$ cat src/rtl/regfile_ctrl.sv
// Sequencer for the 32x32 dual-port BRAM register file: post-reset clear sweep,
// write-priority arbitration of rs1/rs2 reads vs rd writes, x0-forced operands.

module regfile_opnd (
  input  logic        clk,
  input  logic        resetn,
  input  logic        cap_i,
  input  logic        vld_i,
  input  logic [4:0]  idx_i,
  input  logic [31:0] dout_i,
  output logic [31:0] data_o
);
  logic        zero_q;
  logic [31:0] hold_q;
  logic [31:0] live;

  assign live   = zero_q ? 32'd0 : dout_i;
  // A write right after a return disturbs the RAM output, so the return is held here.
  assign data_o = vld_i ? live : hold_q;

  always_ff @(posedge clk) begin
    if (!resetn) begin
      zero_q <= 1'b1;
      hold_q <= 32'd0;
    end else begin
      if (cap_i) zero_q <= (idx_i == 5'd0);
      if (vld_i) hold_q <= live;
    end
  end
endmodule

module regfile_ctrl (
  input  logic        clk,
  input  logic        resetn,
  input  logic        rd_req,
  input  logic [4:0]  rd_rs1,
  input  logic [4:0]  rd_rs2,
  output logic        rd_ready,
  output logic        rvalid,
  output logic [31:0] rs1_data,
  output logic [31:0] rs2_data,
  input  logic        wr_req,
  input  logic [4:0]  wr_rd,
  input  logic [31:0] wr_data,
  output logic        wr_ready,
  output logic        busy,
  output logic [4:0]  ram_ada,
  output logic [4:0]  ram_adb,
  output logic [31:0] ram_dina,
  output logic [31:0] ram_dinb,
  output logic        ram_cea,
  output logic        ram_ceb,
  output logic        ram_wrea,
  output logic        ram_wreb,
  output logic        ram_rst,
  input  logic [31:0] ram_douta,
  input  logic [31:0] ram_doutb
);
  localparam int NUM_OPND = 2;

  typedef enum logic {ST_INIT, ST_RUN} state_e;

  state_e     state_q, state_d;
  logic [3:0] cnt_q, cnt_d;
  logic       rvalid_q;
  logic       run, rd_acc;

  logic [NUM_OPND-1:0][4:0]  opnd_idx;
  logic [NUM_OPND-1:0][31:0] opnd_dout;
  logic [NUM_OPND-1:0][31:0] opnd_data;

  assign run      = resetn & (state_q == ST_RUN);
  assign wr_ready = run;
  assign rd_ready = run & ~wr_req;
  assign rd_acc   = rd_req & rd_ready;
  assign busy     = (state_q == ST_INIT);
  assign rvalid   = rvalid_q;
  assign ram_rst  = ~resetn;

  always_ff @(posedge clk) begin
    if (!resetn) begin
      state_q  <= ST_INIT;
      cnt_q    <= 4'd0;
      rvalid_q <= 1'b0;
    end else begin
      state_q  <= state_d;
      cnt_q    <= cnt_d;
      rvalid_q <= rd_acc;
    end
  end

  always_comb begin
    state_d = state_q;
    cnt_d   = cnt_q;
    if (state_q == ST_INIT) begin
      cnt_d = cnt_q + 4'd1;
      if (cnt_q == 4'd15) state_d = ST_RUN;
    end
  end

  // Both ports clear an even/odd pair per sweep cycle; in RUN a write owns port A alone.
  always_comb begin
    ram_ada  = 5'd0;
    ram_adb  = 5'd0;
    ram_dina = 32'd0;
    ram_dinb = 32'd0;
    ram_cea  = 1'b0;
    ram_ceb  = 1'b0;
    ram_wrea = 1'b0;
    ram_wreb = 1'b0;
    if (resetn) begin
      case (state_q)
        ST_INIT: begin
          ram_ada  = {cnt_q, 1'b0};
          ram_adb  = {cnt_q, 1'b1};
          ram_cea  = 1'b1;
          ram_ceb  = 1'b1;
          ram_wrea = 1'b1;
          ram_wreb = 1'b1;
        end
        ST_RUN: begin
          if (wr_req) begin
            ram_ada  = wr_rd;
            ram_dina = wr_data;
            ram_cea  = 1'b1;
            ram_wrea = (wr_rd != 5'd0);
          end else if (rd_req) begin
            ram_ada = rd_rs1;
            ram_adb = rd_rs2;
            ram_cea = 1'b1;
            ram_ceb = 1'b1;
          end
        end
        default: ;
      endcase
    end
  end

  assign opnd_idx  = {rd_rs2, rd_rs1};
  assign opnd_dout = {ram_doutb, ram_douta};

  for (genvar g = 0; g < NUM_OPND; g++) begin : g_opnd
    regfile_opnd u_opnd (
      .clk    (clk),
      .resetn (resetn),
      .cap_i  (rd_acc),
      .vld_i  (rvalid_q),
      .idx_i  (opnd_idx[g]),
      .dout_i (opnd_dout[g]),
      .data_o (opnd_data[g])
    );
  end

  assign rs1_data = opnd_data[0];
  assign rs2_data = opnd_data[1];
endmodule

$ cat config.mk
export PLATFORM = sky130hd
export DESIGN_NAME = regfile_ctrl
export DESIGN_NICKNAME = d
export VERILOG_FILES = /design/src/rtl/regfile_ctrl.sv
export SDC_FILE = /design/constraint.sdc
export NUM_CORES = 1
export LEC_CHECK = 0
export CORE_MARGIN = 4
export CORE_UTILIZATION = 40
export DETAILED_ROUTE_END_ITERATION = 16
export PLACE_DENSITY = 0.87
export SYNTH_ARGS = -nofsm -noshare
export SYNTH_HDL_FRONTEND = slang
export SYNTH_HIERARCHICAL = 1
export SYNTH_SLANG_ARGS = --single-unit
$ cat constraint.sdc
create_clock -name clk -period 2.7 [get_ports clk]
set_input_delay 0.54 -clock clk [delete_from_list [all_inputs] [get_ports clk]]
set_output_delay 0.54 -clock clk [all_outputs]
set_load 0.005 [all_outputs]
==> results_dict.tcl <==
set metrics [dict create \
    status "finished, final reports clean" \
    slowest_stage_cell_crit_path "or4_4" \
    cts-root-buf "clkbuf_8" \
    timing.critical_path.to_type "output port" \
    post-synth-top-area-fraction_pct 35.7 \
    final_design_area_no_fill_um2 6570 \
    initial_core_util_pct 41.1 \
    drt_iter0_drc 215 \
    gr-total-overflow 0 \
    netlist_top_cells_count "dfxtp_1 (72), nand2_1 (70), nand2b_1 (67)" \
    die_h_um 108 \
    yosysMostFrequentCell "dfxtp_1" \
    clkSinkCount 72 \
    timing.final.crit_period_ns 2.62 \
    peak_clock_frequency_supported_by_timing_mhz 381 \
    hold_class "reg2reg" \
    rsz0062_at_grt "no" \
    path_buf_inv 2 \
    cts_tree "done" \
    setup.worst_path.start "wr_rd[1]" \
    worst_setup_path_endpoint "ram_wrea" \
    number_of_maximum_capacitance_constraint_violations 0 \
    final_min_period_over_clock_period_pct 97.1 \
    final_count_of_pins_violating_max_slew 0 \
    power_density_nw_per_um2 324 \
    crit_path_start_kind "input pin" \
    globalplace.congestion 0.900 \
    total_switching_power_uw 466 \
    h-tree-depth 3 \
    max_slew_margin_pct 43.7 \
    vias_in_the_first_global_route 4200 \
    timing_worst_setup_path_type "in2out" \
    critPathMaxFanout 2 \
    detailroute.wirelength.met3_um 973 \
    critical_path_cell_count 4 \
    detail_route.wirelength.met1_um 5130 \
    detail_route.wirelength_um 13500 \
    later_pin_clock_latency_in_the_skew_report_ns 0.33 \
    cell_area_after_synthesis_um2 4040 \
    power_leakage_uw 0.00278 \
    buffer_ports.inserted 229 \
    row_count 36 \
    worst_ep_arrival_time_ns 2.08 \
    clock_power_share_pct 36.8 \
    post-layout-total-power_uw 2130 \
    remaining_drc_errors 0 \
    combinationalPowerShare_pct 12.9 \
    detailedPlace.worstSlack_ns -0.183 \
    clock_tree.buffer_depth 2 \
    synth_ff_type "dfxtp_1" \
    global_route_wire_length_before_repair_um 20200 \
    synth_enable_flop_cells 0 \
    wl_met2_um 6900 \
    path_clk_slew_ns 0.07 \
    async_reset_ff_share_pct 0 \
    rr_startpoint "g_opnd[1].u_opnd/zero_q$_SDFFE_PN1P_" \
    max_stage_delay_ns 0.55 \
    yosysTopAreaCell "dfxtp_1" \
    postSynthRegisterBits 72 \
    antennaDiodeCount 0 \
    rr_endpoint "g_opnd[1].u_opnd/hold_q[26]$_SDFF_PN0_" \
    synth.yosys.seq_area_share_pct 35.7 \
    crit_path_cell_trace "clkdlybuf4s50_1, or4_4, o311a_1, dlygate4sd2_1" \
    worstMarginPinSlew_ns 0.844 \
    pin_count 262 \
    netlist_instances 487 \
    fp.dieArea_um2 11800 \
    highest-signal-layer "met4" \
    holdBufCountCts 0 \
    regToRegSetupSlack_ns 1.39 \
    post_synth.cell_area_avg_um2 8.29 \
    dpl-instance-area_um2 6360 \
    yosysWarnings 6 \
    endpoint_required_time_on_the_critical_path_ns 2.16 \
    first_pass_iters 4 \
    layout.nets 827 \
    dp_hpwl_um 10300 \
    intPower_uw 1660 \
    synthToLayoutAreaGrowth_pct 62.7 \
    globalRouteTotalUtil_pct 21.7 \
    switching_share_pct 21.9 \
    setup-violations-final 0 \
    ir_drop_mv 0.202 \
    vias 4108 \
    final.setup_skew_ns 0.00746 \
    final_worst_slack_ns 0.0775 \
    regArea_um2 1450 \
    r2r.worst_path.cells 2 \
    fillCellCount 795 \
    core_um2 9820 \
    share_seq_of_total_power_pct 50.3 \
    post_route_cells_drive_above_1_share_pct 6.01 \
    avgViaCountPerCell 4.84 \
    grt_start_max_net_pins 66 \
    routedWlPerCell_um 15.9 \
    die_w_um 108 \
    antenna_found_initial 0 \
    ant_nets 0 \
    number_of_buffers_inserted_during_clock_tree_synthesis 9 \
    synthTopCellsByArea "dfxtp_1 (36%), nand3b_1 (12%), nand2b_1 (10%)" \
    synth_cell_type_count 33 \
    finalHoldViolCount 0 \
    multi_input_area_um2 2300 \
    critical-path-top-delay-family "buffers and inverters" \
]
## cell families (layout without fill, tap and decap cells)
logic type / Yosys count / count (layout) / share of synthesized area [%]
and+or+nand+nor: 259 / 259 / 37.5
AOI/OAI and AO/OA: 80 / 80 / 14.9
DFF: 72 / 72 / 35.7
buffers and inverters: 70 / 268 / 10.6
xor gates and xnor gates: 3 / 3 / 0.651
adders and majority gates: 1 / 1 / 0.310
other: 1 / 32 / 0.0929
muxes: 1 / 1 / 0.248
## placed cells by master (no fill, tap or decap), types with 5 or more instances in the layout
cell / Yosys / final
nand3b_1: 64 / 64
nand2_1: 70 / 70
a21boi_1: 42 / 42
buf_4: 34 / 15
nor2_1: 11 / 11
a21boi_0: 22 / 22
dfxtp_1: 72 / 70
and2_1: 32 / 32
inv_1: 5 / 5
nand2b_1: 67 / 67
a21oi_1: 6 / 5
clkbuf_8: 0 / 12
conb_1: 1 / 32
clkdlybuf4s50_1: 0 / 222
## per-stage QoR
stage	std cells	TNS, ns	utilization, %	hold WS (ns)
floorplan	518	0	-	0.453
global placement	832	-4.53	64.7	0.463
detailed placement	832	-4.23	64.7	0.470
CTS	848	0	66.7	0.482
global route	849	0	66.9	0.502
finish	849	0	66.9	0.476
## layout make-up
type,count,share of cell area (%)
flip-flops and latches,72,22.0
clock inverters,2,0.191
repair buffers,247,37.3
inverters,5,0.286
multi-input cells,376,35.1
well taps,133,2.53
clock buffers,14,2.63
## metal layers
layer | track usage (%) | up-vias
met3 | 5.37 | 31
li1 | - | 2006
met4 | 10.0 | 0
met2 | 38.6 | 178
met1 | 24.2 | 1893
met5 | 0 | -
## power by group through the flow
stage	combinational (uW)	clock, uW	sequential [uW]
2_1_floorplan	87.8	0	1090
3_3_place_gp	269	0	1090
3_5_place_dp	269	0	1090
4_1_cts	273	810	1070
5_1_grt	291	861	1070
6_report	274	784	1070
## worst min path at each step
stage / depth (start not counted) / startpoint / slack [ns] / to
final: 2 / g_opnd[1].u_opnd/hold_q[13]$_SDFF_PN0_ / 0.48 / g_opnd[1].u_opnd/hold_q[13]$_SDFF_PN0_
after detailed placement: 2 / g_opnd[1].u_opnd/hold_q[13]$_SDFF_PN0_ / 0.47 / g_opnd[1].u_opnd/hold_q[13]$_SDFF_PN0_
after CTS: 2 / g_opnd[1].u_opnd/hold_q[13]$_SDFF_PN0_ / 0.48 / g_opnd[1].u_opnd/hold_q[13]$_SDFF_PN0_
after floorplan: 2 / g_opnd[0].u_opnd/hold_q[1]$_SDFF_PN0_ / 0.45 / g_opnd[0].u_opnd/hold_q[1]$_SDFF_PN0_
after global routing: 2 / g_opnd[0].u_opnd/hold_q[12]$_SDFF_PN0_ / 0.50 / g_opnd[0].u_opnd/hold_q[12]$_SDFF_PN0_
after global placement: 2 / g_opnd[1].u_opnd/hold_q[16]$_SDFF_PN0_ / 0.46 / g_opnd[1].u_opnd/hold_q[16]$_SDFF_PN0_
## registers in the layout, summed over array words and instances, names as in the netlist
| signal | count |
|---|---|
| cnt_q | 4 |
| g_opnd.u_opnd/hold_q | 64 |
| g_opnd.u_opnd/zero_q | 2 |
| rvalid | 1 |
| state_q | 1 |
## worst reg2reg max path, delay by kind of cell, from the launching register on
family           cells  cell delay [ns]
AND/OR/NAND/NOR      1             0.23
flip-flops           1             0.87
AO/OA/AOI/OAI        1             0.09
## what timing repair did
| item | in CTS | in global routing |
|---|---|---|
| gates resized for setup | 9 | 4 |
| hold endpoints to repair | 0 | 0 |
| buffers inserted | 0 | 1 |
| pin swaps | 4 | 1 |
| endpoints found under the setup margin | 44 | 24 |
Note: power is estimated with default switching activity, not from simulation.
